<file path="src/rtl/adder_pkg.sv">
// Shared types and elaboration helpers for the pipelined add/subtract unit.
// Used by adder_pipe, adder_slice and the testbench model.
package adder_pkg;

  typedef enum logic {OP_ADD = 1'b0, OP_SUB = 1'b1} add_op_e;

  function automatic int ceil_div(input int n, input int d);
    return (n + d - 1) / d;
  endfunction

  // Lowest bit of chunk k, clamped to the operand width so trailing chunks may be empty.
  function automatic int chunk_lo(input int k, input int cw, input int w);
    return (k * cw < w) ? k * cw : w;
  endfunction

endpackage

</file>
<file path="src/rtl/adder_slice.sv">
// One carry-chain chunk: registered g_width-bit sum and carry-out, advancing on i_en.
module adder_slice
  import adder_pkg::*;
#(
  parameter int g_width = 4
) (
  input  logic               i_clk,
  input  logic               i_rst,
  input  logic               i_en,
  input  logic [g_width-1:0] i_a,
  input  logic [g_width-1:0] i_b,
  input  logic               i_cin,
  output logic [g_width-1:0] o_sum,
  output logic               o_cout
);

  always_ff @(posedge i_clk or posedge i_rst) begin
    if (i_rst) begin
      {o_cout, o_sum} <= '0;
    end else if (i_en) begin
      {o_cout, o_sum} <= {1'b0, i_a} + {1'b0, i_b} + {{g_width{1'b0}}, i_cin};
    end
  end

endmodule

</file>
<file path="src/rtl/adder_pipe.sv">
// Pipelined add/subtract with valid/ready on both sides; carry chain split into g_stages chunks.
// Optional macro ADDER_SAT_EN clamps the result to W bits and flags it on o_sat.
module adder_pipe
  import adder_pkg::*;
#(
  parameter int g_data_width = 8,
  parameter int g_stages     = 2
) (
  input  logic                    i_clk,
  input  logic                    i_rst,
  input  logic                    i_valid,
  output logic                    o_ready,
  input  logic                    i_sub,
  input  logic [g_data_width-1:0] i_A,
  input  logic [g_data_width-1:0] i_B,
  output logic                    o_valid,
  input  logic                    i_ready,
  output logic [g_data_width:0]   o_C,
  output logic                    o_sat
);

  localparam int W  = g_data_width;
  localparam int S  = g_stages;
  localparam int CW = ceil_div(W, S);

  logic         adv;
  logic [S-1:0] vld_p;
  logic [S-1:0] sub_p;
  logic [W-1:0] a_in;
  logic [W-1:0] bx_in;
  logic [W:0]   raw_c;

  assign o_valid = vld_p[S-1];
  assign adv     = !o_valid || i_ready;
  assign o_ready = adv;
  assign a_in    = i_A;
  assign bx_in   = (add_op_e'(i_sub) == OP_SUB) ? ~i_B : i_B;

  always_ff @(posedge i_clk or posedge i_rst) begin
    if (i_rst) begin
      vld_p <= '0;
      sub_p <= '0;
    end else if (adv) begin
      vld_p[0] <= i_valid;
      sub_p[0] <= i_sub;
      for (int k = 1; k < S; k++) begin
        vld_p[k] <= vld_p[k-1];
        sub_p[k] <= sub_p[k-1];
      end
    end
  end

  for (genvar k = 0; k < S; k++) begin : g_st
    localparam int LO = chunk_lo(k, CW, W);
    localparam int HI = chunk_lo(k + 1, CW, W);
    localparam int WK = HI - LO;
    localparam int RW = W - HI;

    logic          cin;
    logic          cy;
    logic [HI-1:0] acc;

    if (k == 0) begin : g_cin
      assign cin = i_sub;
    end else begin : g_cin
      assign cin = g_st[k-1].cy;
    end

    // Result bits already produced by earlier stages ride along beside the chain.
    if (k > 0) begin : g_low
      logic [LO-1:0] low_p;
      always_ff @(posedge i_clk or posedge i_rst) begin
        if (i_rst) low_p <= '0;
        else if (adv) low_p <= g_st[k-1].acc;
      end
    end

    // Operand bits not yet consumed, shifted down so the next chunk starts at bit 0.
    if (RW > 0) begin : g_rem
      logic [RW-1:0] a_p;
      logic [RW-1:0] b_p;
      if (k == 0) begin : g_ld
        always_ff @(posedge i_clk) begin
          if (adv) begin
            a_p <= a_in[W-1:WK];
            b_p <= bx_in[W-1:WK];
          end
        end
      end else begin : g_ld
        always_ff @(posedge i_clk) begin
          if (adv) begin
            a_p <= g_st[k-1].g_rem.a_p[RW+WK-1:WK];
            b_p <= g_st[k-1].g_rem.b_p[RW+WK-1:WK];
          end
        end
      end
    end

    if (WK > 0) begin : g_add
      logic [WK-1:0] a_k;
      logic [WK-1:0] b_k;
      logic [WK-1:0] sum_k;
      if (k == 0) begin : g_src
        assign a_k = a_in[WK-1:0];
        assign b_k = bx_in[WK-1:0];
      end else begin : g_src
        assign a_k = g_st[k-1].g_rem.a_p[WK-1:0];
        assign b_k = g_st[k-1].g_rem.b_p[WK-1:0];
      end
      adder_slice #(.g_width(WK)) u_slice (
        .i_clk (i_clk),
        .i_rst (i_rst),
        .i_en  (adv),
        .i_a   (a_k),
        .i_b   (b_k),
        .i_cin (cin),
        .o_sum (sum_k),
        .o_cout(cy)
      );
      if (k == 0) begin : g_acc
        assign acc = sum_k;
      end else begin : g_acc
        assign acc = {sum_k, g_low.low_p};
      end
    end else begin : g_pass
      // Empty trailing chunk: only the carry needs one more register.
      always_ff @(posedge i_clk or posedge i_rst) begin
        if (i_rst) cy <= 1'b0;
        else if (adv) cy <= cin;
      end
      assign acc = g_low.low_p;
    end
  end

  // MSB is carry for add and borrow (inverted carry) for subtract.
  assign raw_c = {g_st[S-1].cy ^ sub_p[S-1], g_st[S-1].acc};

`ifdef ADDER_SAT_EN
  function automatic logic [W+1:0] sat_clamp(input logic [W:0] c, input logic sub);
    if (!c[W]) return {1'b0, c};
    return {1'b1, 1'b0, (sub ? {W{1'b0}} : {W{1'b1}})};
  endfunction

  assign {o_sat, o_C} = sat_clamp(raw_c, sub_p[S-1]);
`else
  assign o_C   = raw_c;
  assign o_sat = 1'b0;
`endif

endmodule
</file>
<file path="config.mk">
export PLATFORM = sky130hd
export DESIGN_NAME = adder_pipe
export DESIGN_NICKNAME = d
export VERILOG_FILES = /design/src/rtl/adder_pkg.sv /design/src/rtl/adder_slice.sv /design/src/rtl/adder_pipe.sv
export SDC_FILE = /design/constraint.sdc
export NUM_CORES = 1
export LEC_CHECK = 0
export ABC_CLOCK_PERIOD_IN_PS = 4100
export CORE_ASPECT_RATIO = 1.5
export CORE_MARGIN = 2
export CORE_UTILIZATION = 52
export CTS_CLUSTER_SIZE = 12
export DETAILED_ROUTE_END_ITERATION = 8
export PLACE_DENSITY_LB_ADDON = 0.12
export SLEW_MARGIN = 15
export SYNTH_ARGS = -nofsm -noshare
export SYNTH_HDL_FRONTEND = slang
export SYNTH_HIERARCHICAL = 1
export SYNTH_SLANG_ARGS = --single-unit
export TNS_END_PERCENT = 5
</file>
<file path="constraint.sdc">
create_clock -name i_clk -period 4.1 [get_ports i_clk]
set_input_delay 0.82 -clock i_clk [delete_from_list [all_inputs] [get_ports i_clk]]
set_output_delay 0.82 -clock i_clk [all_outputs]
set_load 0.05 [all_outputs]
</file>
Yosys cells after proc, flatten, opt, wreduce, memory -nomap -nowiden
Cells that the tools add are included.
Cells by class
  muxes and demuxes: 1
  $add $sub $neg: 4
  reduce and logical (&&, ||, !) cells: 2
  bitwise operators: 2
Operator list (number)
  $add A4 B4 Y5: 2
  $add A5 B1 Y5: 2
  $mux W8: 1
  $not A8 Y8: 1
  $logic_not A1 Y1: 1
  $logic_or A1 B1 Y1: 1
  $xor A1 B1 Y1: 1
Word-level totals
  register bits after elaboration: 26
  bits of input ports: 21
  word-level logic and storage cells: 18

Logic depth before layout (Yosys ltp)
Gate-level depths: netlist (run 1).
  depth after elaboration: 4
  gate-level depth with buffers: 8

Hierarchy
Netlist (run 1), hierarchy kept.
Modules (own cells, without submodules)
  adder_slice: sequential area each 125.1 µm², times used 2, cells each 32, area an instance 354.1 µm²
  adder_pipe: sequential area each 440.4 µm², times used 1, cells each 39, area an instance 675.6 µm²

Worst setup path after synthesis (run 1)
No wires, ideal clock.
  path kind: input port to flip-flop
  start point: input i_sub
  end point: register g_st[0].g_add.u_slice.o_sum[2]
  stages on the path: 7
  setup slack: 1.733 ns
  arrival: 2.243 ns
  cell sequence: buf_2 xor2_1 fa_1 inv_1 fa_1 xnor2_1 mux2_2
On the way
  cells in the longest elaborated chain, start to end: 3
Ends and longest elaborated chain
  from (decl): line adder_pipe.sv:13  | input logic i_sub,
  $mux W8: line adder_pipe.sv:37  | assign bx_in = (add_op_e'(i_sub) == OP_SUB) ? ~i_B : i_B;
  named net bx_in[0]: line adder_pipe.sv:30  | logic [W-1:0] bx_in;
  $add A4 B4 Y5: line adder_slice.sv:21  | {o_cout, o_sum} <= {1'b0, i_a} + {1'b0, i_b} + {{g_width{1'b0}}, i_cin};
  $add A5 B1 Y5: line adder_slice.sv:21
  to (signal assigned): line adder_slice.sv:21
  to (decl): line adder_slice.sv:13  | output logic [g_width-1:0] o_sum,
The timed path passes the listed nets, and every way through them passes these cells.
A chain may end at the register's enable or synchronous reset.

Worst setup path after layout (run 1)
  start point: input i_ready
  end point: output o_ready
On the way
  cells in the longest elaborated chain, start to end: 1
Ends and longest elaborated chain
  from (decl): line adder_pipe.sv:17  | input logic i_ready,
  $logic_or A1 B1 Y1: line adder_pipe.sv:34  | assign adv = !o_valid || i_ready;
  to (decl): line adder_pipe.sv:12  | output logic o_ready,
Every way passes these cells.

==> summary.md, run 1 <==
| Metric | Value |
|---|---|
| Htree depth | 1 |
| IO Port Bufs | 31 |
| Initial antenna violation count | 0 |
| Die X | approximately 46 µm |
| Detail Route Antenna Nets | 0 |
| Share of the synthesized area in the top cell type | 0.325 |
| Diodes inserted | 0 |
| DP Wirelength | 1690 µm |
| Clk_skew | 0.0117 ns |
| Vias in the first global route | 860 |
| Fmax achieved | approximately 330 MHz |
| Unrepaired setup endpoints after global routing | no |
| Syn nets | between 100 and 150 |
| Count leader, synth | dfrtp_1 |
| Final worst-path cycle share | 0.732 |
| Sequential fraction of the synthesis area | 0.499 |
| # setup viols final | 0 |
| Synth Instances | between 100 and 150 |
| Via count | 856 |
| Worst Hold End | vld_p[1] |
| Post-Syn Area | between 1000 and 1500 µm² |
| Synth area leaders | dfrtp_1, edfxtp_1, mux2_4, fa_1, xor2_1 |
| Top_reg_cell synth | dfrtp_1 |
| Post-CTS Setup Repair Bufs | 0 |
| Final Hold Fails | 0 |
| Iter 0 DRT Violations | 17 |
| Post-synthesis register bit count | 26 |
| Die area | just over 3000 µm² |
| Post-synth top cells | dfrtp_1, inv_1, xor2_1 |
| Largest net degree at the start of global routing | 37 |
| # resized after CTS | 0 |
| Die Y | approximately 67 µm |
| Setup slack after layout | approximately 1.1 ns |
| Clk sink count | 26 |
| Reg2Reg Setup Slack | ~2.5 ns |
| Run status | completed |
| Critical path arrival | about 2.2 ns |
| Core area | about 2500 µm² |
| CP Data Required Time | around 3.3 ns |
| Leak Pwr | between 0.7 and 0.8 nW |
| Peak VDD IR | 0.324 mV |
| Dpl cells | around 150 |
| CP Class | in -> out |
| Relative slew slack | 0.664 |
| Yosys warns | 6 |
| Pwr dens | between 500 and 600 nW/µm² |
| Hold Path Stages | 1 |
| Total Power | 878 µW |
| Mean Syn Cell Area | about 13 µm² |
| DR DRC count | 0 |
| Initial core utilization | 0.559 |
| RD Place Congestion | about 0.73 |
| Setup TNS | 0 ns |
| Time the worst path needs with I/O delays and setup | 3.00 ns |
| Worst-case reg-to-reg path depth | 6 |
| IO Pins | 33 |
| Overall Global Routing Usage | 0.169 |
| Clock tree from TritonCTS | built |
| Netlist cell types | 26 |
| Crit Path Max Fanout | 2 |
| Pre-antenna DRT Iters | 4 |
| Critical path launch point type | primary input |
| Post-route insts no fill | 158 |
| R2R Path Start | g_st[0].g_rem.a_p[0] |
| Pre-CTS WS | about 1.1 ns |
| Setup crit end kind | output pin |
| Share of layout cells above drive strength 1 | 0.134 |
| R2r endpoint | g_st[1].g_add.u_slice/o_cout |
| First-pass GRT wire length | 3720 µm |
| Max-Cap Viols | 0 |
| Max-slew violations | 0 |
| Area delta synth->final | 23.7% |
| Asr flop ratio synth | 0.692 |
| CTS Buf Count | 3 |
| Total Wirelength | between 2000 and 2500 µm |
| Placed Area | around 1700 µm² |
| Synth area leader | dfrtp_1 |
| Post-route cell area | between 1500 and 2000 µm² |
| Hold crit path type | reg -> reg |
| Root buffer cell | clkbuf_4 |
| Vias per cell | approximately 5.4 |
| Hold_buf cts | 0 |
| Fin nets | 166 |
| Clk_lat worst skew | 0.32 ns |
| HP Start | vld_p[0] |
| Wirelength per Cell | between 10 and 15 µm |
| EDFF count, synth | 8 |
| Clk pin slew, worst setup/hold paths | 0.12 ns |
| Longest Clk Path Bufs | 2 |
| Total gr overflow | 0 |
| Row cnt | 22 |
| Worst Max-Slew Pin Slew | approximately 0.50 ns |
placed cells by master, fill, tap and decap left out, types with 2 or more instances in the layout:
cell type / count
a21o_1: 2
a21oi_1: 2
a31oi_1: 2
clkbuf_4: 3
clkdlybuf4s50_1: 31
dfrtp_1: 18
edfxtp_1: 8
fa_1: 4
ha_1: 6
inv_1: 11
mux2_2: 4
mux2_4: 7
nand2_4: 2
nand2b_1: 3
nand3b_1: 2
nand4b_1: 2
nor2_1: 4
nor2b_1: 2
o21ai_0: 2
o311a_1: 2
o311ai_1: 2
xnor2_1: 2
xor2_1: 9
logic make-up after synthesis:
| family | share of synthesized area |
|---|---|
| other | 0.00271 |
| muxes | 0.108 |
| and+or+nand+nor | 0.0832 |
| AOI/OAI and AO/OA | 0.0615 |
| DFF | 0.499 |
| adders and majority gates | 0.112 |
| xor gates and xnor gates | 0.0696 |
| buffers and inverters | 0.0633 |
cell type report:
cell class / count / area, µm²
multi-input combinational: 61 / 606
inverter: 11 / 41.3
tap: 24 / 30.0
fill: 190 / 766
timing repair buffer: 32 / 318
clock buffer: 4 / 26.3
sequential: 26 / 691
state kept, by name, indices dropped and copies added, names as in the netlist:
signal                     count
g_st.g_rem.b_p                 4
g_st.g_rem.a_p                 4
g_st.g_low.low_p               4
vld_p                          2
g_st.g_add.u_slice/o_sum       8
sub_p                          2
g_st.g_add.u_slice/o_cout      2
critical path: stages:
cell and delay [ns]:
clkdlybuf4s50_1 0.46, nand2b_4 0.11, clkdlybuf4s50_1 0.79
routing by layer:
layer  vias to the layer above  GRT usage  routed length, µm
li1                        411          -                  -
met1                       415      0.221                947
met2                        26      0.271               1080
met3                         4     0.0267                 93
met4                         0     0.0750                 36
met5                         -          0                  0
power by group:
group          internal, mW  switching, mW
Sequential            0.332         0.0369
Clock                0.0380         0.0714
Combinational         0.170          0.230
per-stage QoR:
stage | utilization | hold WS, ns
final | 0.691 | 0.482
after floorplan | - | 0.435
after CTS | 0.691 | 0.489
after global placement | 0.680 | 0.449
after global routing | 0.691 | 0.520
after detailed placement | 0.680 | 0.459
how the worst max path moves through the flow:
stage / from / to / cells past startpoint
5_1_grt: i_ready / o_ready / 3
2_1_floorplan: i_sub / g_st[0].g_add.u_slice/o_sum[2] / 7
3_5_place_dp: i_sub / g_st[0].g_add.u_slice/o_sum[2] / 7
3_3_place_gp: i_sub / g_st[0].g_add.u_slice/o_sum[2] / 7
4_1_cts: i_ready / o_ready / 3
6_report: i_ready / o_ready / 3
No activity file was read; power rests on OpenSTA's default activity.
==> run 2, diff against run 1 <==
--- a/config.mk
+++ b/config.mk
@@ -5,10 +5,10 @@
 export SDC_FILE = /design/constraint.sdc
 export NUM_CORES = 1
 export LEC_CHECK = 0
-export ABC_CLOCK_PERIOD_IN_PS = 4100
+export ABC_CLOCK_PERIOD_IN_PS = 2550
 export CORE_ASPECT_RATIO = 1.5
 export CORE_MARGIN = 2
-export CORE_UTILIZATION = 52
+export CORE_UTILIZATION = 44
 export CTS_CLUSTER_SIZE = 12
 export DETAILED_ROUTE_END_ITERATION = 8
 export PLACE_DENSITY_LB_ADDON = 0.12
==> constraint.sdc (replaced) <==
create_clock -name i_clk -period 2.55 [get_ports i_clk]
set_input_delay 0.51 -clock i_clk [delete_from_list [all_inputs] [get_ports i_clk]]
set_output_delay 0.51 -clock i_clk [all_outputs]
set_load 0.05 [all_outputs]
==> run 2 against run 1 <==
Effect of this change: cell count increased by 11%; clock skew decreased by 0.0072 ns; largest power group unchanged; register-to-register slack got worse by 1.5 ns; critical endpoint is now g_st[0].g_add.u_slice/o_sum[2].
==> summary.md, run 2 (same netlist as run 1, synthesis figures left out) <==
| Metric | Value |
|---|---|
| Run status | completed |
| Global routing's busiest layer | met2 |
| Post-CTS Setup Repair Bufs | 0 |
| Overall Global Routing Usage | 0.153 |
| Die Y | 72.7 µm |
| IO Port Bufs | 31 |
| DP Wirelength | between 1500 and 2000 µm |
| Htree depth | 1 |
| Post-route insts no fill | 175 |
| Crit Path Max Fanout | 9 |
| Pwr dens | 841 nW/µm² |
| Hold_buf cts | 0 |
| Share of layout cells above drive strength 1 | 0.162 |
| Root buffer cell | clkbuf_8 |
| HP Start | vld_p[0] |
| Commonest non-fill, non-tap cell in the layout | clkdlybuf4s50_1 |
| Met3 global-route usage | 0.0246 |
| Iter 0 DRT Violations | 17 |
| Row cnt | 24 |
| Most frequent cells in the layout | clkdlybuf4s50_1, dfrtp_1, inv_1 |
| # setup viols final | 0 |
| Vias in the first global route | approximately 990 |
| Initial antenna violation count | 0 |
| Critical path launch point type | primary input |
| RD Place Congestion | 0.719 |
| Clk_skew | roughly 0.0045 ns |
| Setup crit end kind | flip-flop |
| Fin nets | approximately 170 |
| IO Pins | 33 |
| Longest Clk Path Bufs | 2 |
| Worst Max-Slew Pin Slew | 0.508 ns |
| Fmax achieved | roughly 460 MHz |
| First-pass GRT wire length | approximately 4100 µm |
| Peak VDD IR | between 0.3 and 0.4 mV |
| CP Data Required Time | 2.70 ns |
| Total Wirelength | between 2000 and 2500 µm |
| CTS Buf Count | 3 |
| Unrepaired setup endpoints after global routing | no |
| Clk pin slew, worst setup/hold paths | 0.09 ns |
| Wirelength per Cell | 13.2 µm |
| Fillers | 276 |
| Dpl cells | around 170 |
| Clk sink count | 26 |
| Setup TNS | 0 ns |
| Clk_lat worst skew | ~0.26 ns |
| Area delta synth->final | 28.9% |
| Relative slew slack | 0.660 |
| Total gr overflow | 0 |
| Diodes inserted | 0 |
| Vias per cell | a little under 5 |
| Detail Route Antenna Nets | 0 |
| Final worst-path cycle share | 0.849 |
| Die X | between 40 and 50 µm |
| CP Class | in -> reg |
| DR DRC count | 0 |
| Critical path arrival | ~2.3 ns |
| Clock tree from TritonCTS | built |
| Initial core utilization | 0.470 |
| Max-slew violations | 0 |
| Via count | roughly 860 |
| Leak Pwr | approximately 0.79 nW |
| Largest net degree at the start of global routing | 24 |
| Beginning of the critical path | i_sub |
| Pre-antenna DRT Iters | 3 |
| Max FFs per register | 8 |
| Time the worst path needs with I/O delays and setup | around 2.2 ns |
| R2R Path Start | g_st[0].g_rem.a_p[0] |
| # resized after CTS | 0 |
| Met2 Use GR | 0.289 |
| Max-Cap Viols | 0 |
| Core area | between 2000 and 3000 µm² |
| Final Hold Fails | 0 |
| Met1 usage | 0.159 |
| Die area | 3620 µm² |
| Hold crit path type | reg -> reg |
==> run 2: worst paths after layout <==
path / end / slack, ns / depth (start not counted)
worst min register to register: vld_p[1] / 0.48 / 1
worst max-delay path: g_st[0].g_add.u_slice/o_sum[2] / 0.38 / 7
max in group asynchronous: g_st[1].g_low.low_p[3] / 1.77 / 2
min in group asynchronous: g_st[0].g_add.u_slice/o_sum[0] / 0.50 / 2
worst max register to register: g_st[1].g_add.u_slice/o_cout / 0.92 / 6
worst min-delay path: vld_p[1] / 0.48 / 1
==> run 2: power by group <==
| group | internal [mW] | switching [mW] | total [mW] |
|---|---|---|---|
| registers | 0.534 | 0.0573 | 0.591 |
| logic | 0.280 | 0.372 | 0.652 |
| clock network | 0.138 | 0.120 | 0.258 |
==> run 2: final cells by class <==
cell class | count | area [µm²] | share of cell area
multi-input combinational | 61 | 606 | 0.339
clock buffer | 4 | 55.1 | 0.0309
inverter | 11 | 41.3 | 0.0231
timing repair buffer | 34 | 343 | 0.192
sequential | 26 | 691 | 0.387
tap | 39 | 48.8 | 0.0273
==> run 2: layer usage <==
metal	vias up	wire length [µm]
li1	413	-
met1	422	873
met2	20	1310
met3	2	90
met4	0	34
met5	-	0
==> run 2: stage by stage <==
step | utilization | cell area (µm²) | total power, mW | hold WS [ns] | worst slack, ns
detailed placement | 0.588 | 1730 | 1.26 | 0.468 | 0.0763
global route | 0.606 | 1780 | 1.59 | 0.527 | 0.285
floorplan | - | 1380 | 1.05 | 0.289 | 0.493
CTS | 0.606 | 1780 | 1.53 | 0.490 | 0.366
finish | 0.606 | 1780 | 1.50 | 0.481 | 0.384
global placement | 0.588 | 1730 | 1.24 | 0.448 | 0.140
==> run 2: worst max-delay path, cell delays in order <==
cell	delay, ns
clkdlybuf4s50_1	0.49
buf_4	0.20
xor2_1	0.21
inv_1	0.08
fa_1	0.43
xnor2_1	0.14
mux2_2	0.25
